<file path="config.mk">
export PLATFORM = sky130hd
export DESIGN_NAME = set_assoc_cache
export DESIGN_NICKNAME = d
export VERILOG_FILES = /design/src/rtl/cache_pkg.sv /design/src/rtl/cache_lru.sv /design/src/rtl/set_assoc_cache.sv
export SDC_FILE = /design/constraint.sdc
export NUM_CORES = 1
export LEC_CHECK = 0
export ABC_CLOCK_PERIOD_IN_PS = 9400
export CELL_PAD_IN_SITES_DETAIL_PLACEMENT = 0
export CELL_PAD_IN_SITES_GLOBAL_PLACEMENT = 1
export CORE_MARGIN = 8
export CORE_UTILIZATION = 25
export CTS_CLUSTER_DIAMETER = 50
export CTS_CLUSTER_SIZE = 8
export DETAILED_ROUTE_END_ITERATION = 7
export GPL_TIMING_DRIVEN = 0
export PLACE_DENSITY = 0.48
export SLEW_MARGIN = 20
export SYNTH_ARGS = -nofsm -noshare
export SYNTH_HDL_FRONTEND = slang
export SYNTH_SLANG_ARGS = --single-unit
</file>
<file path="constraint.sdc">
create_clock -name clk -period 9.4 [get_ports clk]
set_clock_uncertainty 0.15 [all_clocks]
set_input_delay 2.35 -clock clk [delete_from_list [all_inputs] [get_ports clk]]
set_output_delay 2.35 -clock clk [all_outputs]
set_load 0.01 [all_outputs]
</file>
<file path="src/rtl/cache_pkg.sv">
// Shared definitions for the set-associative cache: controller state
// encoding and helpers deriving address-field widths from the geometry.
package cache_pkg;

    localparam int ADDR_WIDTH = 32;

    typedef enum logic [1:0] {
        ST_IDLE   = 2'd0,
        ST_WB     = 2'd1,
        ST_REFILL = 2'd2,
        ST_RESP   = 2'd3
    } cache_state_t;

    // Index bits selecting one of num_set sets.
    function automatic int idx_width(input int num_set);
        return $clog2(num_set);
    endfunction

    // Tag bits: everything above the index and the 2-bit byte offset.
    function automatic int tag_width(input int num_set);
        return ADDR_WIDTH - 2 - $clog2(num_set);
    endfunction

    // Way-number bits, also the width of a per-way LRU age.
    function automatic int way_width(input int num_way);
        return $clog2(num_way);
    endfunction

endpackage

</file>
<file path="src/rtl/cache_lru.sv">
// True-LRU helper for one set: picks a victim way and computes the ages
// that result from touching one way.
module cache_lru
    import cache_pkg::*;
#(
    parameter  int NUM_WAY = 2,
    localparam int WAY_W   = way_width(NUM_WAY)
) (
    input  logic [NUM_WAY-1:0]       valid,
    input  logic [NUM_WAY*WAY_W-1:0] age,
    input  logic [WAY_W-1:0]         acc_way,
    input  logic                     acc_fill,
    output logic [WAY_W-1:0]         victim,
    output logic [NUM_WAY*WAY_W-1:0] new_age
);

    logic [WAY_W-1:0] age_a_s [NUM_WAY];
    logic             inv_found_s;
    logic [WAY_W-1:0] inv_way_s;
    logic [WAY_W-1:0] lru_way_s;
    logic [WAY_W-1:0] lru_age_s;
    logic [WAY_W-1:0] old_age_s;

    // Unpack the flat age vector into per-way entries
    always_comb begin
        for (int w = 0; w < NUM_WAY; w++) begin
            age_a_s[w] = age[w*WAY_W +: WAY_W];
        end
    end

    // Victim: lowest-index invalid way, otherwise the oldest way
    always_comb begin
        inv_found_s = 1'b0;
        inv_way_s   = '0;
        lru_way_s   = '0;
        lru_age_s   = age_a_s[0];
        // Descending scan so the lowest invalid index is the one kept
        for (int w = NUM_WAY - 1; w >= 0; w--) begin
            inv_found_s = inv_found_s | ~valid[w];
            inv_way_s   = valid[w] ? inv_way_s : WAY_W'(w);
        end
        // Strict compare keeps the lowest index on a tie
        for (int w = 1; w < NUM_WAY; w++) begin
            lru_way_s = (age_a_s[w] > lru_age_s) ? WAY_W'(w) : lru_way_s;
            lru_age_s = (age_a_s[w] > lru_age_s) ? age_a_s[w] : lru_age_s;
        end
        victim = inv_found_s ? inv_way_s : lru_way_s;
    end

    // Touched way becomes youngest; younger valid ways age by one.
    // A freshly filled way counts as having been the oldest so that every
    // other valid way moves up behind it.
    always_comb begin
        old_age_s = acc_fill ? {WAY_W{1'b1}} : age_a_s[acc_way];
        new_age   = '0;
        for (int w = 0; w < NUM_WAY; w++) begin
            if (WAY_W'(w) == acc_way) begin
                new_age[w*WAY_W +: WAY_W] = '0;
            end else if (valid[w] && (age_a_s[w] < old_age_s)) begin
                new_age[w*WAY_W +: WAY_W] = age_a_s[w] + WAY_W'(1'b1);
            end else begin
                new_age[w*WAY_W +: WAY_W] = age_a_s[w];
            end
        end
    end

endmodule

</file>
<file path="src/rtl/set_assoc_cache.sv">
// Set-associative write-back, write-allocate cache with one word per line,
// true-LRU replacement and a single outstanding backing-memory request.
module set_assoc_cache
    import cache_pkg::*;
#(
    parameter int NUM_SET    = 4,
    parameter int NUM_WAY    = 2,
    parameter int DATA_WIDTH = 32
) (
    input  logic                  clk,
    input  logic                  rst,
    input  logic                  req_valid,
    input  logic                  req_we,
    input  logic [ADDR_WIDTH-1:0] req_addr,
    input  logic [DATA_WIDTH-1:0] req_wdata,
    output logic                  req_ready,
    output logic                  rsp_valid,
    output logic [DATA_WIDTH-1:0] rsp_rdata,
    output logic                  hit,
    output logic                  mem_req_valid,
    output logic                  mem_req_we,
    output logic [ADDR_WIDTH-1:0] mem_req_addr,
    output logic [DATA_WIDTH-1:0] mem_req_wdata,
    input  logic                  mem_req_ready,
    input  logic                  mem_rsp_valid,
    input  logic [DATA_WIDTH-1:0] mem_rsp_rdata
);

    localparam int IDX_W = idx_width(NUM_SET);
    localparam int TAG_W = tag_width(NUM_SET);
    localparam int WAY_W = way_width(NUM_WAY);

    cache_state_t state_r;

    // Line storage; only the metadata needs a reset value
    logic [NUM_WAY-1:0]       valid_r [NUM_SET];
    logic [NUM_WAY-1:0]       dirty_r [NUM_SET];
    logic [NUM_WAY*WAY_W-1:0] age_r   [NUM_SET];
    logic [TAG_W-1:0]         tag_r   [NUM_SET][NUM_WAY];
    logic [DATA_WIDTH-1:0]    data_r  [NUM_SET][NUM_WAY];

    // Miss context captured at acceptance (word address only)
    logic [ADDR_WIDTH-1:2]    lat_addr_r;
    logic                     lat_we_r;
    logic [DATA_WIDTH-1:0]    lat_wdata_r;
    logic [WAY_W-1:0]         lat_way_r;

    logic [IDX_W-1:0]         req_idx_s;
    logic [TAG_W-1:0]         req_tag_s;
    logic [IDX_W-1:0]         lat_idx_s;
    logic [TAG_W-1:0]         lat_tag_s;
    logic                     accept_s;
    logic                     hit_s;
    logic [WAY_W-1:0]         hit_way_s;
    logic                     rsp_ok_s;
    logic [IDX_W-1:0]         lru_set_s;
    logic [WAY_W-1:0]         lru_way_s;
    logic                     lru_fill_s;
    logic                     age_upd_s;
    logic [WAY_W-1:0]         victim_s;
    logic [NUM_WAY*WAY_W-1:0] new_age_s;
    logic                     wr_en_s;
    logic [IDX_W-1:0]         wr_set_s;
    logic [WAY_W-1:0]         wr_way_s;
    logic [TAG_W-1:0]         wr_tag_s;
    logic [DATA_WIDTH-1:0]    wr_data_s;
    logic                     wr_dirty_s;
    logic                     unused_ok;

    assign req_idx_s = req_addr[IDX_W+1:2];
    assign req_tag_s = req_addr[ADDR_WIDTH-1:IDX_W+2];
    assign lat_idx_s = lat_addr_r[IDX_W+1:2];
    assign lat_tag_s = lat_addr_r[ADDR_WIDTH-1:IDX_W+2];
    assign req_ready = (state_r == ST_IDLE);
    assign accept_s  = req_valid && (state_r == ST_IDLE);
    // Refill data counts once the read request has been handed off
    assign rsp_ok_s  = (state_r == ST_REFILL) && mem_rsp_valid &&
                       (!mem_req_valid || mem_req_ready);
    // Byte offset is not used by a word-per-line cache
    assign unused_ok = &{1'b0, req_addr[1:0]};

    // Tag compare across the ways of the requested set
    always_comb begin
        hit_s     = 1'b0;
        hit_way_s = '0;
        for (int w = 0; w < NUM_WAY; w++) begin
            hit_s     = hit_s | (valid_r[req_idx_s][w] && (tag_r[req_idx_s][w] == req_tag_s));
            hit_way_s = (valid_r[req_idx_s][w] && (tag_r[req_idx_s][w] == req_tag_s)) ?
                        WAY_W'(w) : hit_way_s;
        end
    end

    // LRU operand select: completing miss in RESP, else the incoming request
    always_comb begin
        if (state_r == ST_RESP) begin
            lru_set_s  = lat_idx_s;
            lru_way_s  = lat_way_r;
            lru_fill_s = 1'b1;
            age_upd_s  = 1'b1;
        end else begin
            lru_set_s  = req_idx_s;
            lru_way_s  = hit_way_s;
            lru_fill_s = 1'b0;
            age_upd_s  = accept_s && hit_s;
        end
    end

    cache_lru #(
        .NUM_WAY (NUM_WAY)
    ) u_lru (
        .valid    (valid_r[lru_set_s]),
        .age      (age_r[lru_set_s]),
        .acc_way  (lru_way_s),
        .acc_fill (lru_fill_s),
        .victim   (victim_s),
        .new_age  (new_age_s)
    );

    // Single line write port: write hit, refill install or write-miss install
    always_comb begin
        wr_en_s    = 1'b0;
        wr_set_s   = req_idx_s;
        wr_way_s   = hit_way_s;
        wr_tag_s   = req_tag_s;
        wr_data_s  = req_wdata;
        wr_dirty_s = 1'b1;
        if (accept_s && hit_s && req_we) begin
            wr_en_s = 1'b1;
        end else if (rsp_ok_s) begin
            wr_en_s    = 1'b1;
            wr_set_s   = lat_idx_s;
            wr_way_s   = lat_way_r;
            wr_tag_s   = lat_tag_s;
            wr_data_s  = mem_rsp_rdata;
            wr_dirty_s = 1'b0;
        end else if ((state_r == ST_RESP) && lat_we_r) begin
            wr_en_s   = 1'b1;
            wr_set_s  = lat_idx_s;
            wr_way_s  = lat_way_r;
            wr_tag_s  = lat_tag_s;
            wr_data_s = lat_wdata_r;
        end else begin
            wr_en_s = 1'b0;
        end
    end

    // Valid, dirty and age bookkeeping
    always_ff @(posedge clk or posedge rst) begin
        if (rst) begin
            for (int s = 0; s < NUM_SET; s++) begin
                valid_r[s] <= '0;
                dirty_r[s] <= '0;
                age_r[s]   <= '0;
            end
        end else begin
            if (age_upd_s) begin
                age_r[lru_set_s] <= new_age_s;
            end
            if (wr_en_s) begin
                valid_r[wr_set_s][wr_way_s] <= 1'b1;
                dirty_r[wr_set_s][wr_way_s] <= wr_dirty_s;
            end
        end
    end

    // Tag and data arrays
    always_ff @(posedge clk) begin
        if (wr_en_s) begin
            tag_r[wr_set_s][wr_way_s]  <= wr_tag_s;
            data_r[wr_set_s][wr_way_s] <= wr_data_s;
        end
    end

    // Controller FSM with registered response and memory-request outputs
    always_ff @(posedge clk or posedge rst) begin
        if (rst) begin
            state_r       <= ST_IDLE;
            rsp_valid     <= 1'b0;
            hit           <= 1'b0;
            rsp_rdata     <= '0;
            mem_req_valid <= 1'b0;
            mem_req_we    <= 1'b0;
            mem_req_addr  <= '0;
            mem_req_wdata <= '0;
            lat_addr_r    <= '0;
            lat_we_r      <= 1'b0;
            lat_wdata_r   <= '0;
            lat_way_r     <= '0;
        end else begin
            rsp_valid <= 1'b0;
            case (state_r)
                ST_IDLE: begin
                    if (req_valid) begin
                        if (hit_s) begin
                            rsp_valid <= 1'b1;
                            hit       <= 1'b1;
                            rsp_rdata <= req_we ? req_wdata : data_r[req_idx_s][hit_way_s];
                        end else begin
                            lat_addr_r  <= req_addr[ADDR_WIDTH-1:2];
                            lat_we_r    <= req_we;
                            lat_wdata_r <= req_wdata;
                            lat_way_r   <= victim_s;
                            if (valid_r[req_idx_s][victim_s] && dirty_r[req_idx_s][victim_s]) begin
                                state_r       <= ST_WB;
                                mem_req_valid <= 1'b1;
                                mem_req_we    <= 1'b1;
                                mem_req_addr  <= {tag_r[req_idx_s][victim_s], req_idx_s, 2'b00};
                                mem_req_wdata <= data_r[req_idx_s][victim_s];
                            end else if (req_we) begin
                                state_r <= ST_RESP;
                            end else begin
                                state_r       <= ST_REFILL;
                                mem_req_valid <= 1'b1;
                                mem_req_we    <= 1'b0;
                                mem_req_addr  <= {req_addr[ADDR_WIDTH-1:2], 2'b00};
                            end
                        end
                    end
                end
                ST_WB: begin
                    if (mem_req_ready) begin
                        mem_req_we <= 1'b0;
                        if (lat_we_r) begin
                            mem_req_valid <= 1'b0;
                            state_r       <= ST_RESP;
                        end else begin
                            mem_req_addr <= {lat_addr_r, 2'b00};
                            state_r      <= ST_REFILL;
                        end
                    end
                end
                ST_REFILL: begin
                    if (mem_req_valid && mem_req_ready) begin
                        mem_req_valid <= 1'b0;
                    end
                    if (rsp_ok_s) begin
                        state_r <= ST_RESP;
                    end
                end
                ST_RESP: begin
                    rsp_valid <= 1'b1;
                    hit       <= 1'b0;
                    rsp_rdata <= lat_we_r ? lat_wdata_r : data_r[lat_idx_s][lat_way_r];
                    state_r   <= ST_IDLE;
                end
                default: begin
                    state_r <= ST_IDLE;
                end
            endcase
        end
    end

endmodule

</file>
Word level (Yosys, flattened, before mapping)
Memories as Yosys holds them, arrays and structs flattened.
Index checks and enable logic that the tools add are counted.
{"block": "word_totals", "regBits": 190, "latch_bits": 0, "ram_bits": 480, "mem_bits_ro": 0, "input_bits": 102, "out_inout_bits": 101, "wordCells": 219, "n_memories": 2}
{"name": "data_r", "words": 4, "width": 64, "rd": 2, "rd_clocked_by_memory_dff": 0, "write_ports": 1, "line": "set_assoc_cache.sv:40", "source": "logic [DATA_WIDTH-1:0] data_r [NUM_SET][NUM_WAY];"}
{"name": "tag_r", "words": 4, "width": 56, "rd": 1, "rd_clocked_by_memory_dff": 0, "write_ports": 1, "line": "set_assoc_cache.sv:39", "source": "logic [TAG_W-1:0] tag_r [NUM_SET][NUM_WAY];"}
{"block": "op_classes", "add_sub_neg": 2, "multipliers": 0, "div_mod_pow": 0, "order_cmp": 17, "n_eq_ne": 14, "shifts": 0, "mux": 117, "bitwise_logic": 14, "reduce_logical": 29}
{"cell": "32-bit two-way mux", "count": 23}
{"cell": "28-bit two-way mux", "count": 7}
{"cell": "32-bit one-hot mux with 2 select lines", "count": 2}
{"cell": "64-bit two-way mux", "count": 1}
{"cell": "28-bit == test", "count": 2}
{"cell": "56-bit two-way mux", "count": 1}
{"cell": "1-bit two-way mux", "count": 48}
{"cell": "2-bit two-way mux", "count": 19}
{"cell": "32-bit demux with 1-bit select", "count": 1}
{"cell": "28-bit demux with 1-bit select", "count": 1}
{"cell": "2-bit binary-select mux with 2-bit select", "count": 4}
{"cell": "8-bit bitwise mux", "count": 2}
{"cell": "1-bit logical AND", "count": 16}
{"cell": "2-bit != test, second input constant", "count": 6}
{"cell": "2-bit >= comparator, second input constant", "count": 5}
{"cell": "1-bit inverter with 2-bit output", "count": 5}
{"cell": "3-bit >= comparator, second input constant", "count": 3}
{"cell": "2-bit inverter with 3-bit output", "count": 3}
{"cell": "2-bit demux with 2-bit select", "count": 2}
{"cell": "8-bit bitwise OR", "count": 1}
{"cell": "2-bit one-hot mux with 4 select lines", "count": 1}
{"cell": "4-bit AND reduction", "count": 2}
{"cell": "7-bit AND reduction", "count": 1}
{"cell": "3-bit by 1-bit less-than comparator with 1-bit output, second input constant", "count": 2}
{"cell": "other kinds (23)", "count": 35}

Longest topological paths before layout
Gate-level depths: netlist of run 1.
{"block": "logic_depth", "depth_word": 17, "ltp_mapped": 15, "depth_no_buf": 10}

Hierarchy
A second synthesis of run 1 with hierarchy kept.
{"block": "hier_totals", "hier_cells": 2112, "area_unflattened_um2": 31836.8}
{"module": "set_assoc_cache", "instances": 1, "cells_each": 2105, "area_per_inst_um2": 31790.5}
{"module": "cache_lru", "instances": 1, "cells_each": 7, "area_per_inst_um2": 46.3}

Worst setup path after synthesis of run 1
Ideal clock, no wire load.
{"block": "synth_path", "path_type": "input-to-reg", "from": "input port req_addr[2]", "to": "memory data_r[2][32] (netlist bit), enable pin", "setup_ns": 0.567, "arrival_ns": 9.583, "slack_ns": -0.900, "stages": 12, "n_path_buf": 3, "path_cell_list": "buf_4 -> buf_2 -> mux4_2 -> xnor2_1 -> nand4_1 -> or4b_1 -> or4_1 -> o32ai_1 -> and2_1 -> clkbuf_1 -> nand2_1 -> o31ai_1"}
{"block": "synth_between", "elab_chain_cells": 15, "word_cells_on_any_way": 28, "cone_classes": "order compare (2); eq/ne (2); mux (15); bitwise (3); reduce/logical (5); memory (1)"}
{"item": "start, declared", "line": "set_assoc_cache.sv:14", "source": "input logic [ADDR_WIDTH-1:0] req_addr,"}
{"item": "branches (longest 15 deep; another with memory read 4 x 56 bit)"}
{"item": "end, declared", "line": "set_assoc_cache.sv:40"}
Parallel ways; which one is timed is not known. The select of a mux whose other input is x is not followed.

Worst setup path after layout of run 1
{"block": "layout_path", "from": "input port req_addr[3]", "to": "memory data_r[2][54] (netlist bit), enable pin"}
The elaborated chain is that of the path after synthesis.

==> metrics.sh, run 1 <==
CTS_TREE='yes'
REGISTER_AREA_SQ_UM=19100
CRIT_REQUIRED_PS=9640
PLACE_INST=3983
DRT.ANTENNA.VIOLATING_NETS=0
RUN_STATUS='finished, final reports clean'
CRIT-REG2REG-CAPTURE='mem_req_addr[11]'
CTSROOTBUFFERMASTER='sky130_fd_sc_hd__clkbuf_16'
FINAL-INSTANCE-COUNT-EXCL-FILL=4185
PATH_DELAY_FAMILY='buffers and inverters'
MAX_SLEW_MARGIN_PCT=21.3
SYN_WARNINGS=0
LEAKAGE_POWER_SUMMED_OVER_ALL_CELLS_nW=13.8
NUMBER_OF_ENABLE_FLIP_FLOP_CELLS_AFTER_SYNTHESIS=480
YS_ASYNC_SR_FRACTION_PCT=28.1
CLOCK_TREE.HTREE_LEVEL_COUNT=3
SYNTH_LARGEST_AREA_CELL='sky130_fd_sc_hd__edfxtp_1'
MAXCLOCKFREQUENCY_GHz=0.120
COMBINED_AREA_OF_THE_MULTI_INPUT_LOGIC_CELLS_SQ_UM=11900
POST-PLACE-WS_PS=397
TYPE_OF_ORIGIN_OF_THE_CRITICAL_PATH='input port'
DIEAREA_SQ_UM=138000
POST_CTS_HOLD_BUFFER_COUNT=0
TIMING.CRITICAL_PATH.DEPTH=15
TOTALWIRELENGTH_UM=124000
FIRST_PASS_GRT_WIRE_LENGTH_UM=174000
DRT-PASS1-ITER-COUNT=5
CP_SLOWEST_STAGE_DELAY_PS=750
GPL.FINAL_WEIGHTED_CONGESTION=0.843
NETLIST_AREA_BEFORE_PLACEMENT_SQ_UM=31700
PLACEMENT_ROWS=130
CRIT_PATH_END='data_r[2][54]'
FP.DIEH_UM=372
TIMING.MAX_CAP.VIOLATIONS=0
SYNTH_LARGEST_TYPE_AREA_FRACTION_PCT=45.5
PATH_CLASS='in -> reg'
SYNTH_CELL_TYPES=73
SYNTH_SEQ_CELLS=668
FILLCELLCOUNT=12500
FLOP_TO_FLOP_SETUP_SLACK_PS=3570
UNREPAIRED_SETUP_ENDPOINTS_AFTER_GLOBAL_ROUTING='no'
POST_DRT_VIA_CELL_RATIO=4.97
SYNTH_TOP_CELLS_BY_AREA='sky130_fd_sc_hd__edfxtp_1, sky130_fd_sc_hd__dfrtp_1, sky130_fd_sc_hd__mux4_2, sky130_fd_sc_hd__mux2i_1, sky130_fd_sc_hd__mux2_2'
YS.FLOP_TYPE='sky130_fd_sc_hd__edfxtp_1'
DETAILEDROUTE.FIRSTITERATIONVIOLATIONS=1928
GRT_UTIL_ALL_LAYERS_PCT=17.6
COREAREA_SQ_UM=126000
FIN_CRIT_PS=8300
TRITONCTS.NUM_BUFFERS=107
CLOCK_PATH_BUFFERS=3
WORSTHOLDPATHCELLS=1
DETAILED_PLACE.AREA_SQ_UM=36300
NUM_VIAS=20800
LAYOUT.CELL_AREA.NON_FILLER_SQ_UM=39700
WORST_R2R_STARTPOINT='lat_addr_r[2]'
DP_HPWL_UM=84800
WL_PER_CELL_UM=29.6
FIN_CRIT_SH_PCT=88.3
ANTENNA_FOUND_INITIAL=5
SETUP_TOTAL_NEGATIVE_SLACK_PS=0
GR-TOTAL-OVERFLOW=0
CRITICAL_PATH.CELL_CHAIN='buf_2, buf_2, buf_1, clkbuf_1, mux4_2, xnor2_1, nand4b_1, o32ai_1, and2_1, clkbuf_1, nand2_1, o31ai_4, buf_6, buf_8, buf_8'
DIEWIDTH_UM=372
WORST_SETUP_HOLD_PATH_CLK_SLEW_PS=50
FLOORPLAN.INITIALDENSITY_PCT=25.2
CP_MAX_FO=10
NNETSFINAL=2549
CRIT_SLOWEST_CELL='sky130_fd_sc_hd__o32ai_1'
INSERTION_DELAY_PS=700
IO_PINS=203
CRIT_PATH_END_KIND='flip-flop'
MAXSLEWVIOLCOUNT=0
P_PER_AREA_nW_PER_UM2=345
DRT_DRC_VIOLATIONS_LEFT=0
SYNTH.AVG_CELL_AREA_SQ_UM=14.9
PEAKVDDDROP_mV=0.199
HOLD_SLACK_PS=343
REPORT.FINAL.HOLD_VIOL_COUNT=0
TOTAL_POWER_mW=13.7
POST_ROUTE_CELLS_DRIVE_ABOVE_1_SHARE_PCT=22.9
SETUP.WORST_PATH.START='req_addr[3]'
AREA_GROWTH_FROM_SYNTHESIS_TO_FINAL_LAYOUT_PCT=25.2
WORSTPATHARRIVAL_PS=8550
SETUP_WS_PS=1100
FF2FF_PATH_DEPTH=12
TIMING_WORST_SLEW_PIN_VALUE_PS=1180
TIMING.FINAL.SETUP_VIOLATIONS=0
NUMCLOCKSINKS=668
SYN-INSTANCE-COUNT=2120
GRT_PASS1_VIAS=22200
POST_CTS_SIZING=0
GRT_MAX_DEGREE=72
CRITPATHBUFINV=8
FINAL_CORE_UTILIZATION_PCT=31.5
HOLD_PATH_CLASS='reg -> reg'
POSTCTSSETUPREPAIRBUFS=0
COUNT_OF_INPUT_AND_OUTPUT_BUFFERS=186
SHARE_OF_THE_YOSYS_CHIP_AREA_BELONGING_TO_REGISTERS_PCT=60.3
-- registers in the layout (all words and copies together) (netlist names) --
| register | count |
|---|---|
| valid_r | 8 |
| mem_req_addr | 30 |
| lat_way_r | 1 |
| lat_addr_r | 30 |
| rsp_valid | 1 |
| tag_r | 224 |
| rsp_rdata | 32 |
| state_r | 2 |
| hit | 1 |
| mem_req_we | 1 |
| lat_we_r | 1 |
| dirty_r | 8 |
| mem_req_valid | 1 |
| data_r | 256 |
| lat_wdata_r | 32 |
| age_r | 8 |
| mem_req_wdata | 32 |
-- metal layers --
layer	vias to the layer above	part of all wire (%)	GRT usage (%)
met5	-	0.011	0
met4	2	3.1	5.11
met3	204	5.2	3.25
met2	716	49	29.9
met1	10900	43	22.8
li1	8935	-	-
-- logic make-up (layout without fill, tap and decap cells) --
logic type,Yosys count,after routing,synth area share (%)
XOR/XNOR,48,48,1.33
AO/OA/AOI/OAI,382,382,7.14
AND/OR/NAND/NOR,353,353,5.18
other,1,4,0.0118
buffers and inverters,180,592,2.48
flip-flops,668,668,60.3
adder cells (fa/ha/maj),5,5,0.197
multiplexers,483,483,23.3
-- worst min-delay path by stage --
stage,to,slack (ps),from
final,valid_r[7],340,valid_r[7]
after global routing,valid_r[2],370,valid_r[2]
after CTS,valid_r[7],340,valid_r[7]
after detailed placement,valid_r[6],330,valid_r[6]
after global placement,valid_r[2],320,valid_r[2]
after floorplan,valid_r[3],300,valid_r[3]
-- cell type report --
class	instances	area share, %
Timing Repair Buffer	212	6.14
Tap cell	1650	5.21
Clock buffer	173	7.71
Sequential cell	668	48.2
Multi-Input combinational cell	1273	29.9
Antenna cell	2	0.0126
Inverter	25	0.256
Buffer	155	1.79
Clock inverter	27	0.757
-- where the power goes --
part / switching, mW / internal (mW) / total [mW]
clock: 1.40 / 2.32 / 3.72
sequential: 0.400 / 4.16 / 4.56
combinational: 3.26 / 2.12 / 5.38
total: 5.06 / 8.60 / 13.7
-- cell usage in the layout, fill, tap and decap left out, types with 13 or more instances in the layout --
cell and instances:
sky130_fd_sc_hd__a21oi_1 90, sky130_fd_sc_hd__a31oi_1 38, sky130_fd_sc_hd__buf_1 13, sky130_fd_sc_hd__buf_16 15, sky130_fd_sc_hd__buf_2 37, sky130_fd_sc_hd__clkbuf_1 140, sky130_fd_sc_hd__clkbuf_16 110, sky130_fd_sc_hd__clkdlybuf4s50_1 186
sky130_fd_sc_hd__dfrtp_1 188, sky130_fd_sc_hd__edfxtp_1 480, sky130_fd_sc_hd__inv_1 21, sky130_fd_sc_hd__mux2_2 125, sky130_fd_sc_hd__mux2_4 35, sky130_fd_sc_hd__mux2i_1 144, sky130_fd_sc_hd__mux4_2 178, sky130_fd_sc_hd__nand2_1 144
sky130_fd_sc_hd__nand4_1 17, sky130_fd_sc_hd__nor2_1 92, sky130_fd_sc_hd__nor2b_1 37, sky130_fd_sc_hd__o21a_1 33, sky130_fd_sc_hd__o21ai_0 125, sky130_fd_sc_hd__o22ai_1 37, sky130_fd_sc_hd__xnor2_1 44
-- Yosys cell counts (4+ instances only) --
| master | count |
|---|---|
| sky130_fd_sc_hd__buf_1 | 24 |
| sky130_fd_sc_hd__edfxtp_1 | 480 |
| sky130_fd_sc_hd__a211oi_1 | 4 |
| sky130_fd_sc_hd__o2bb2ai_1 | 5 |
| sky130_fd_sc_hd__mux2i_1 | 144 |
| sky130_fd_sc_hd__mux2_4 | 35 |
| sky130_fd_sc_hd__buf_2 | 30 |
| sky130_fd_sc_hd__xor2_1 | 4 |
| sky130_fd_sc_hd__nor3_1 | 11 |
| sky130_fd_sc_hd__o21a_1 | 33 |
| sky130_fd_sc_hd__inv_1 | 22 |
| sky130_fd_sc_hd__or2_1 | 4 |
| sky130_fd_sc_hd__mux2_2 | 125 |
| sky130_fd_sc_hd__ha_1 | 5 |
| sky130_fd_sc_hd__o21ai_1 | 7 |
| sky130_fd_sc_hd__clkbuf_1 | 87 |
| sky130_fd_sc_hd__nand4_1 | 17 |
| sky130_fd_sc_hd__nor2b_1 | 37 |
| sky130_fd_sc_hd__nand2_1 | 145 |
| sky130_fd_sc_hd__or4_1 | 5 |
| sky130_fd_sc_hd__buf_6 | 5 |
| sky130_fd_sc_hd__o21ai_0 | 127 |
| sky130_fd_sc_hd__a31oi_1 | 38 |
| sky130_fd_sc_hd__dfrtp_1 | 188 |
| sky130_fd_sc_hd__mux4_2 | 178 |
| sky130_fd_sc_hd__buf_4 | 9 |
| sky130_fd_sc_hd__o22ai_1 | 37 |
| sky130_fd_sc_hd__a21o_1 | 5 |
| sky130_fd_sc_hd__and3_1 | 4 |
| sky130_fd_sc_hd__and4_1 | 4 |
| sky130_fd_sc_hd__a21oi_1 | 90 |
| sky130_fd_sc_hd__nand3_1 | 9 |
| sky130_fd_sc_hd__o211ai_1 | 8 |
| sky130_fd_sc_hd__nor2_1 | 92 |
| sky130_fd_sc_hd__xnor2_1 | 44 |
| sky130_fd_sc_hd__nand2b_1 | 8 |
Note: power is estimated with default switching activity, not from simulation.
==> run 2, diff against run 1 <==
--- a/config.mk
+++ b/config.mk
@@ -5,7 +5,7 @@
 export SDC_FILE = /design/constraint.sdc
 export NUM_CORES = 1
 export LEC_CHECK = 0
-export ABC_CLOCK_PERIOD_IN_PS = 9400
+export ABC_CLOCK_PERIOD_IN_PS = 7750
 export CELL_PAD_IN_SITES_DETAIL_PLACEMENT = 0
 export CELL_PAD_IN_SITES_GLOBAL_PLACEMENT = 1
 export CORE_MARGIN = 8
==> constraint.sdc (replaced) <==
create_clock -name clk -period 7.75 [get_ports clk]
set_clock_uncertainty 0.15 [all_clocks]
set_input_delay 1.9375 -clock clk [delete_from_list [all_inputs] [get_ports clk]]
set_output_delay 1.9375 -clock clk [all_outputs]
set_load 0.01 [all_outputs]
==> run 2 against run 1 <==
Compared with the run above: clock power up 22%; die area stayed put; final cell count up 0.14%; critical path type unchanged.
==> metrics.sh, run 2 (same netlist as run 1, synthesis figures left out) <==
RUN_STATUS='finished, final reports clean'
CTSROOTBUFFERMASTER='sky130_fd_sc_hd__clkbuf_16'
LAYOUT_TOP_REGISTERS='data_r (256), tag_r (224)'
CRIT-REG2REG-CAPTURE='mem_req_addr[11]'
SETUP.WORST_PATH.START='req_addr[2]'
GRT_UTIL_ALL_LAYERS_PCT=17.4
FF2FF_PATH_DEPTH=13
WORST_SETUP_HOLD_PATH_CLK_SLEW_PS=50
DIEAREA_SQ_UM=138000
REPORT.FINAL.HOLD_VIOL_COUNT=0
GRT_MAX_DEGREE=72
FINAL_CELL_MIX='sky130_fd_sc_hd__edfxtp_1, sky130_fd_sc_hd__dfrtp_1, sky130_fd_sc_hd__clkdlybuf4s50_1, sky130_fd_sc_hd__mux4_2, sky130_fd_sc_hd__nand2_1'
GR-TOTAL-OVERFLOW=0
NUMCLOCKSINKS=668
FIRST_PASS_GRT_WIRE_LENGTH_UM=171000
DRT.ANTENNA.VIOLATING_NETS=0
UNREPAIRED_SETUP_ENDPOINTS_AFTER_GLOBAL_ROUTING='no'
TYPE_OF_ORIGIN_OF_THE_CRITICAL_PATH='input port'
POST_ROUTE_CELLS_DRIVE_ABOVE_1_SHARE_PCT=23.2
POST_DRT_VIA_CELL_RATIO=4.96
FIN_CRIT_SH_PCT=97.1
REGISTERS.TOP_BY_FF_COUNT='data_r'
PATH_CLASS='in -> reg'
LEAKAGE_POWER_SUMMED_OVER_ALL_CELLS_nW=13.8
CTS_TREE='yes'
COUNT_OF_INPUT_AND_OUTPUT_BUFFERS=186
FP.DIEH_UM=372
CP_MAX_FO=10
WORSTPATHARRIVAL_PS=7740
INSERTION_DELAY_PS=700
TRITONCTS.NUM_BUFFERS=108
AREA_GROWTH_FROM_SYNTHESIS_TO_FINAL_LAYOUT_PCT=25.4
CRIT_PATH_END='tag_r[3][35]'
PEAKVDDDROP_mV=0.190
MAXSLEWVIOLCOUNT=0
WL_PER_CELL_UM=29.1
COREAREA_SQ_UM=126000
DP_HPWL_UM=84500
CLOCK_TREE.HTREE_LEVEL_COUNT=3
LAYOUT.CELL_AREA.NON_FILLER_SQ_UM=39700
DIEWIDTH_UM=372
TIMING.FINAL.SETUP_VIOLATIONS=0
DETAILEDROUTE.FIRSTITERATIONVIOLATIONS=1945
POST_CTS_HOLD_BUFFER_COUNT=0
FIN_CRIT_PS=7520
TOTAL_POWER_mW=16.6
TIMING.MAX_CAP.VIOLATIONS=0
GPL.FINAL_WEIGHTED_CONGESTION=0.830
TIMING_WORST_SLEW_PIN_VALUE_PS=1180
FLOP_TO_FLOP_SETUP_SLACK_PS=2250
HOLD_PATH_CLASS='reg -> reg'
NUM_VIAS=20800
FINAL_COMMON_CELL='sky130_fd_sc_hd__edfxtp_1'
CLOCK_PATH_BUFFERS=3
WORST_R2R_STARTPOINT='lat_addr_r[2]'
DETAILED_PLACE.AREA_SQ_UM=36300
FLOORPLAN.INITIALDENSITY_PCT=25.2
NNETSFINAL=2553
GRT_PASS1_VIAS=22200
DRT-PASS1-ITER-COUNT=5
LARGEST_REG_FLOPS=256
DRT_DRC_VIOLATIONS_LEFT=0
ANTENNA_FOUND_INITIAL=6
CRIT_REQUIRED_PS=7970
P_PER_AREA_nW_PER_UM2=417
TOTALWIRELENGTH_UM=122000
MAXCLOCKFREQUENCY_GHz=0.133
CRIT_PATH_END_KIND='flip-flop'
IO_PINS=203
PLACEMENT_ROWS=130
MAX_SLEW_MARGIN_PCT=21.1
-- run 2: cell types whose count changed in the layout (fill, tap and decap cells not counted), sizes merged --
cell           delta
clkinvlp          +5
clkinv            -4
buf               +3
bufinv            +1
clkbuf            -1
clkdlybuf4s15     +1
diode             +1
-- run 2: area by class of cell --
| cell class | instances | area [sq um] |
|---|---|---|
| Antenna cell | 3 | 7.51 |
| Inverter | 25 | 101 |
| Multi-Input combinational cell | 1273 | 11900 |
| Tap cell | 1650 | 2060 |
| Fill cell | 12500 | 86000 |
| Clock buffer | 173 | 3030 |
| Sequential cell | 668 | 19100 |
| Clock inverter | 29 | 337 |
| Timing Repair Buffer | 215 | 2490 |
| Buffer | 155 | 714 |
-- run 2: routing by layer --
layer	vias to the layer above	track usage (%)	routed length, um
li1	8947	-	-
met1	11000	21.9	51400
met2	662	30.1	60800
met3	174	3.82	6890
met4	6	4.53	2940
met5	-	0	44
-- run 2: where the power goes --
| part | internal (mW) | leakage, nW | switching (mW) |
|---|---|---|---|
| Clock | 2.82 | 1.61 | 1.71 |
| Combinational | 2.59 | 5.65 | 3.93 |
| Sequential | 5.04 | 6.52 | 0.481 |
| Total | 10.5 | 13.8 | 6.11 |
-- run 2: how the worst min path moves through the flow --
| stage | startpoint | to | slack (ps) | cells past startpoint |
|---|---|---|---|---|
| after CTS | valid_r[5] | valid_r[5] | 330 | 1 |
| after detailed placement | valid_r[5] | valid_r[5] | 320 | 1 |
| final | valid_r[5] | valid_r[5] | 340 | 1 |
| after global placement | valid_r[7] | valid_r[7] | 320 | 1 |
| after floorplan | valid_r[3] | valid_r[3] | 300 | 1 |
| after global routing | valid_r[5] | valid_r[5] | 350 | 1 |
-- run 2: worst max-delay path, cell delays in order --
cell,delay [ps]
sky130_fd_sc_hd__buf_4,270
sky130_fd_sc_hd__buf_4,350
sky130_fd_sc_hd__buf_4,330
sky130_fd_sc_hd__buf_2,560
sky130_fd_sc_hd__mux4_2,620
sky130_fd_sc_hd__xnor2_1,510
sky130_fd_sc_hd__nand4_1,180
sky130_fd_sc_hd__nor4_1,610
sky130_fd_sc_hd__nand4_1,330
sky130_fd_sc_hd__o21ai_4,230
sky130_fd_sc_hd__a21oi_2,200
sky130_fd_sc_hd__buf_2,350
sky130_fd_sc_hd__buf_1,480
sky130_fd_sc_hd__o21ai_1,730
-- run 2: what timing repair did --
item,CTS,global route
buffers inserted,0,1
pin swaps,0,1
setup endpoints to repair,9,17
gates resized for setup,2,2
-- run 2: metrics by stage --
step / instances / setup TNS [ps] / utilization (%) / setup slack (ps) / hold WS, ps
after floorplan: 2121 / -54540 / - / -318 / 296
after detailed placement: 3984 / -321660 / 28.9 / -814 / 318
after CTS: 4186 / 0 / 31.6 / 191 / 332
final: 4191 / 0 / 31.6 / 227 / 338
after global routing: 4188 / 0 / 31.6 / 63.3 / 353
after global placement: 3957 / -2778400 / 28.3 / -6680 / 316
==> run 3, diff against run 2 <==
--- a/config.mk
+++ b/config.mk
@@ -18,4 +18,5 @@
 export SLEW_MARGIN = 20
 export SYNTH_ARGS = -nofsm -noshare
 export SYNTH_HDL_FRONTEND = slang
+export SYNTH_HIERARCHICAL = 1
 export SYNTH_SLANG_ARGS = --single-unit
==> run 3 against run 2 <==
Compared with the run above: critical path depth rose by 6; via count grew 2.3%; cell area is 0.73% higher.
==> metrics.sh, run 3 <==
WHS_ENDPOINT='rsp_rdata[8]'
TIMING.FINAL.SETUP_VIOLATIONS=0
RUN_STATUS='finished, final reports clean'
MAX_SLEW_MARGIN_PCT=20.7
GRT_MAX_DEGREE=77
HOLD_PATH_STARTPOINT='rsp_rdata[8]'
TOTAL_POWER_mW=17.0
POST_ROUTE_CELLS_DRIVE_ABOVE_1_SHARE_PCT=25.4
COMBINED_AREA_OF_THE_MULTI_INPUT_LOGIC_CELLS_SQ_UM=12000
SYNTH_TOP_CELLS_BY_AREA='sky130_fd_sc_hd__edfxtp_1, sky130_fd_sc_hd__dfrtp_1, sky130_fd_sc_hd__mux4_2, sky130_fd_sc_hd__mux2_2, sky130_fd_sc_hd__mux2i_1'
SETUP_TOTAL_NEGATIVE_SLACK_PS=0
YS.FLOP_TYPE='sky130_fd_sc_hd__edfxtp_1'
CLOCK_PATH_BUFFERS=3
DRT-PASS1-ITER-COUNT=5
WORST_SETUP_HOLD_PATH_CLK_SLEW_PS=50
UNREPAIRED_SETUP_ENDPOINTS_AFTER_GLOBAL_ROUTING='no'
DIEWIDTH_UM=373
NET_SWITCHING_POWER_mW=6.22
REGISTER_AREA_SQ_UM=19100
FLOP_TO_FLOP_SETUP_SLACK_PS=1150
POWER_FRAC_SEQ_PCT=32.1
FINAL_COMMON_CELL='sky130_fd_sc_hd__edfxtp_1'
GRT_PASS1_VIAS=22600
CLKPWRFRAC_PCT=27.9
FINAL_CORE_UTILIZATION_PCT=31.5
POST_CTS_HOLD_BUFFER_COUNT=0
ANTENNA_FOUND_INITIAL=6
IO_PINS=203
LEAKAGE_POWER_SUMMED_OVER_ALL_CELLS_nW=13.8
COUNT_OF_INPUT_AND_OUTPUT_BUFFERS=188
FINAL_CELL_MIX='sky130_fd_sc_hd__edfxtp_1, sky130_fd_sc_hd__mux4_2, sky130_fd_sc_hd__dfrtp_1, sky130_fd_sc_hd__clkdlybuf4s50_1, sky130_fd_sc_hd__mux2_2'
REPORT.FINAL.HOLD_VIOL_COUNT=0
MAXSLEWVIOLCOUNT=0
POWER.SHARE.SWITCHING_PCT=36.7
SYNTH_CELL_TYPES=68
POST-PLACE-WS_PS=-2960
SYN_WARNINGS=6
GPL.FINAL_WEIGHTED_CONGESTION=0.839
WORSTHOLDPATHCELLS=1
SYN-INSTANCE-COUNT=2112
FP.DIEH_UM=373
TRITONCTS.NUM_BUFFERS=110
TYPE_OF_ORIGIN_OF_THE_CRITICAL_PATH='input port'
TOTALWIRELENGTH_UM=124000
P_PER_AREA_nW_PER_UM2=424
INSERTION_DELAY_PS=700
REGISTERS.TOP_BY_FF_COUNT='data_r'
CRITICAL_PATH.CELL_CHAIN='buf_2, buf_2, buf_4, buf_4, clkbuf_4, mux2i_2, mux2i_1, a21oi_1, nand2b_1, a21boi_1, buf_4, nand3_1, o21ai_2, clkinvlp_4, buf_4, nor4_2, buf_2, clkdlybuf4s15_2, nor2_1, a21oi_1'
DETAILEDROUTE.FIRSTITERATIONVIOLATIONS=1851
SYNTH.TOP_CELLS.BY_COUNT='sky130_fd_sc_hd__edfxtp_1, sky130_fd_sc_hd__mux4_2, sky130_fd_sc_hd__dfrtp_1, sky130_fd_sc_hd__mux2_2, sky130_fd_sc_hd__nor2_1'
TIMING.MAX_CAP.VIOLATIONS=0
PATH_CLASS='in -> reg'
DRT.ANTENNA.VIOLATING_NETS=0
CRIT_REQUIRED_PS=8210
CP_MAX_FO=19
SYNTH_SEQ_CELLS=668
COMBINATIONALPOWERSHARE_PCT=40.0
YOSYS.CELL_COUNT.TOP_TYPE='sky130_fd_sc_hd__edfxtp_1'
COREAREA_SQ_UM=127000
HOLD_PATH_CLASS='reg -> reg'
SETUP_WS_PS=424
FIN_CRIT_SH_PCT=94.5
DRT_DRC_VIOLATIONS_LEFT=0
GR-TOTAL-OVERFLOW=0
NNETSFINAL=2542
FIRST_PASS_GRT_WIRE_LENGTH_UM=175000
NUMCLOCKSINKS=668
FLOORPLAN.INITIALDENSITY_PCT=25.1
LARGEST_REG_FLOPS=256
LAYOUT_TOP_REGISTERS='data_r (256), tag_r (224)'
FF2FF_PATH_DEPTH=18
CLOCK_TREE.HTREE_LEVEL_COUNT=3
PEAKVDDDROP_mV=0.238
CP_SLOWEST_STAGE_DELAY_PS=550
FIN_CRIT_PS=7330
CELLINTERNALPOWER_mW=10.7
CRIT_PATH_END_KIND='flip-flop'
NUM_VIAS=21300
NETLIST_AREA_BEFORE_PLACEMENT_SQ_UM=31800
CRIT-REG2REG-CAPTURE='mem_req_wdata[26]'
PATH_DELAY_FAMILY='buffers and inverters'
SYNTH_LARGEST_TYPE_AREA_FRACTION_PCT=45.3
WL_PER_CELL_UM=29.6
SYNTH_LARGEST_AREA_CELL='sky130_fd_sc_hd__edfxtp_1'
SYNTH.AVG_CELL_AREA_SQ_UM=15.1
SHARE_OF_THE_YOSYS_CHIP_AREA_BELONGING_TO_REGISTERS_PCT=60.1
CTS_TREE='yes'
WORST_R2R_STARTPOINT='lat_addr_r[3]'
CTSROOTBUFFERMASTER='sky130_fd_sc_hd__clkbuf_16'
CRITPATHMOSTFREQUENTCELL='sky130_fd_sc_hd__buf_4'
MAXCLOCKFREQUENCY_GHz=0.137
CRIT_SLOWEST_CELL='sky130_fd_sc_hd__clkdlybuf4s15_2'
PLACEMENT_ROWS=131
GRT_UTIL_ALL_LAYERS_PCT=17.3
CRITPATHBUFINV=10
FILLCELLCOUNT=12400
DIEAREA_SQ_UM=139000
DP_HPWL_UM=86400
POST_DRT_VIA_CELL_RATIO=5.07
AREA_GROWTH_FROM_SYNTHESIS_TO_FINAL_LAYOUT_PCT=25.7
TIMING_WORST_SLEW_PIN_VALUE_PS=1190
NUMBER_OF_ENABLE_FLIP_FLOP_CELLS_AFTER_SYNTHESIS=480
WORSTPATHARRIVAL_PS=7790
YS_ASYNC_SR_FRACTION_PCT=28.1
-- run 3: cell count changes in the layout (fill, tap and decap cells not counted), sizes merged, moves of 7 or more --
cell and delta:
nor2 +64, o21ai -59, mux2i -43, a21oi -35, mux2 +35, a2bb2oi +32
nor2b -32, o21a -31, o22ai +29, mux4 +22, nand3 +11, buf -7
-- run 3: worst max-delay path by stage --
stage	start	end	slack [ps]	cells after the start
3_3_place_gp	req_addr[3]	mem_req_wdata[1]	-4030	19
2_1_floorplan	rst	age_r[0]	550	1
4_1_cts	req_addr[2]	mem_req_addr[4]	50	21
6_report	req_addr[3]	mem_req_wdata[26]	420	20
3_5_place_dp	req_addr[3]	mem_req_wdata[30]	-2960	19
5_1_grt	req_addr[2]	mem_req_addr[8]	80	20
-- run 3: layout make-up --
class                   instances  area share [%]
diodes                          4          0.0250
inverters                      28           0.328
clock buffers                 175            7.88
repair buffers                213            5.94
multi-input cells            1261            30.0
well taps                    1662            5.20
clock inverters                30            1.04
plain buffers                 154            1.82
flip-flops and latches        668            47.8
-- run 3: layer usage --
metal / vias up / routed length (um) / part of all wire, % / GRT usage [%]
met5: - / 0 / 0 / 0
met4: 0 / 3180 / 2.6 / 4.78
met3: 180 / 7090 / 5.7 / 3.00
met2: 707 / 58200 / 47 / 28.2
met1: 11400 / 55500 / 45 / 23.8
li1: 8989 / - / - / -
-- run 3: cell families (layout without fill, tap and decap cells) --
kind of cell,Yosys count,after routing,synth area share [%]
buffers and inverters,184,600,2.44
multiplexers,497,497,24.3
adder cells (fa/ha/maj),4,4,0.157
XOR/XNOR,51,51,1.40
flip-flops,668,668,60.1
AO/OA/AOI/OAI,317,317,6.43
other,1,6,0.0118
AND/OR/NAND/NOR,390,390,5.24
-- run 3: power by group through the flow --
stage	Combinational [mW]	Sequential, mW	Clock (mW)
after global routing	7.21	5.54	4.99
after CTS	6.84	5.44	4.84
after global placement	6.61	5.51	0
after floorplan	3.69	5.50	0
final	6.78	5.44	4.74
after detailed placement	6.76	5.50	0
-- run 3: what timing repair did --
item | in CTS | in global routing
setup buffers | 3 | 0
gates resized for setup | 19 | 2
pin swaps | 0 | 0
endpoints found under the setup margin | 67 | 62
-- run 3: metrics by stage --
stage	std cells	cell area [sq um]	hold slack [ps]
3_5_place_dp	3985	36400	328
2_1_floorplan	2113	31800	299
3_3_place_gp	3963	35800	334
6_report	4195	40000	346
4_1_cts	4192	40000	340
5_1_grt	4192	40000	360
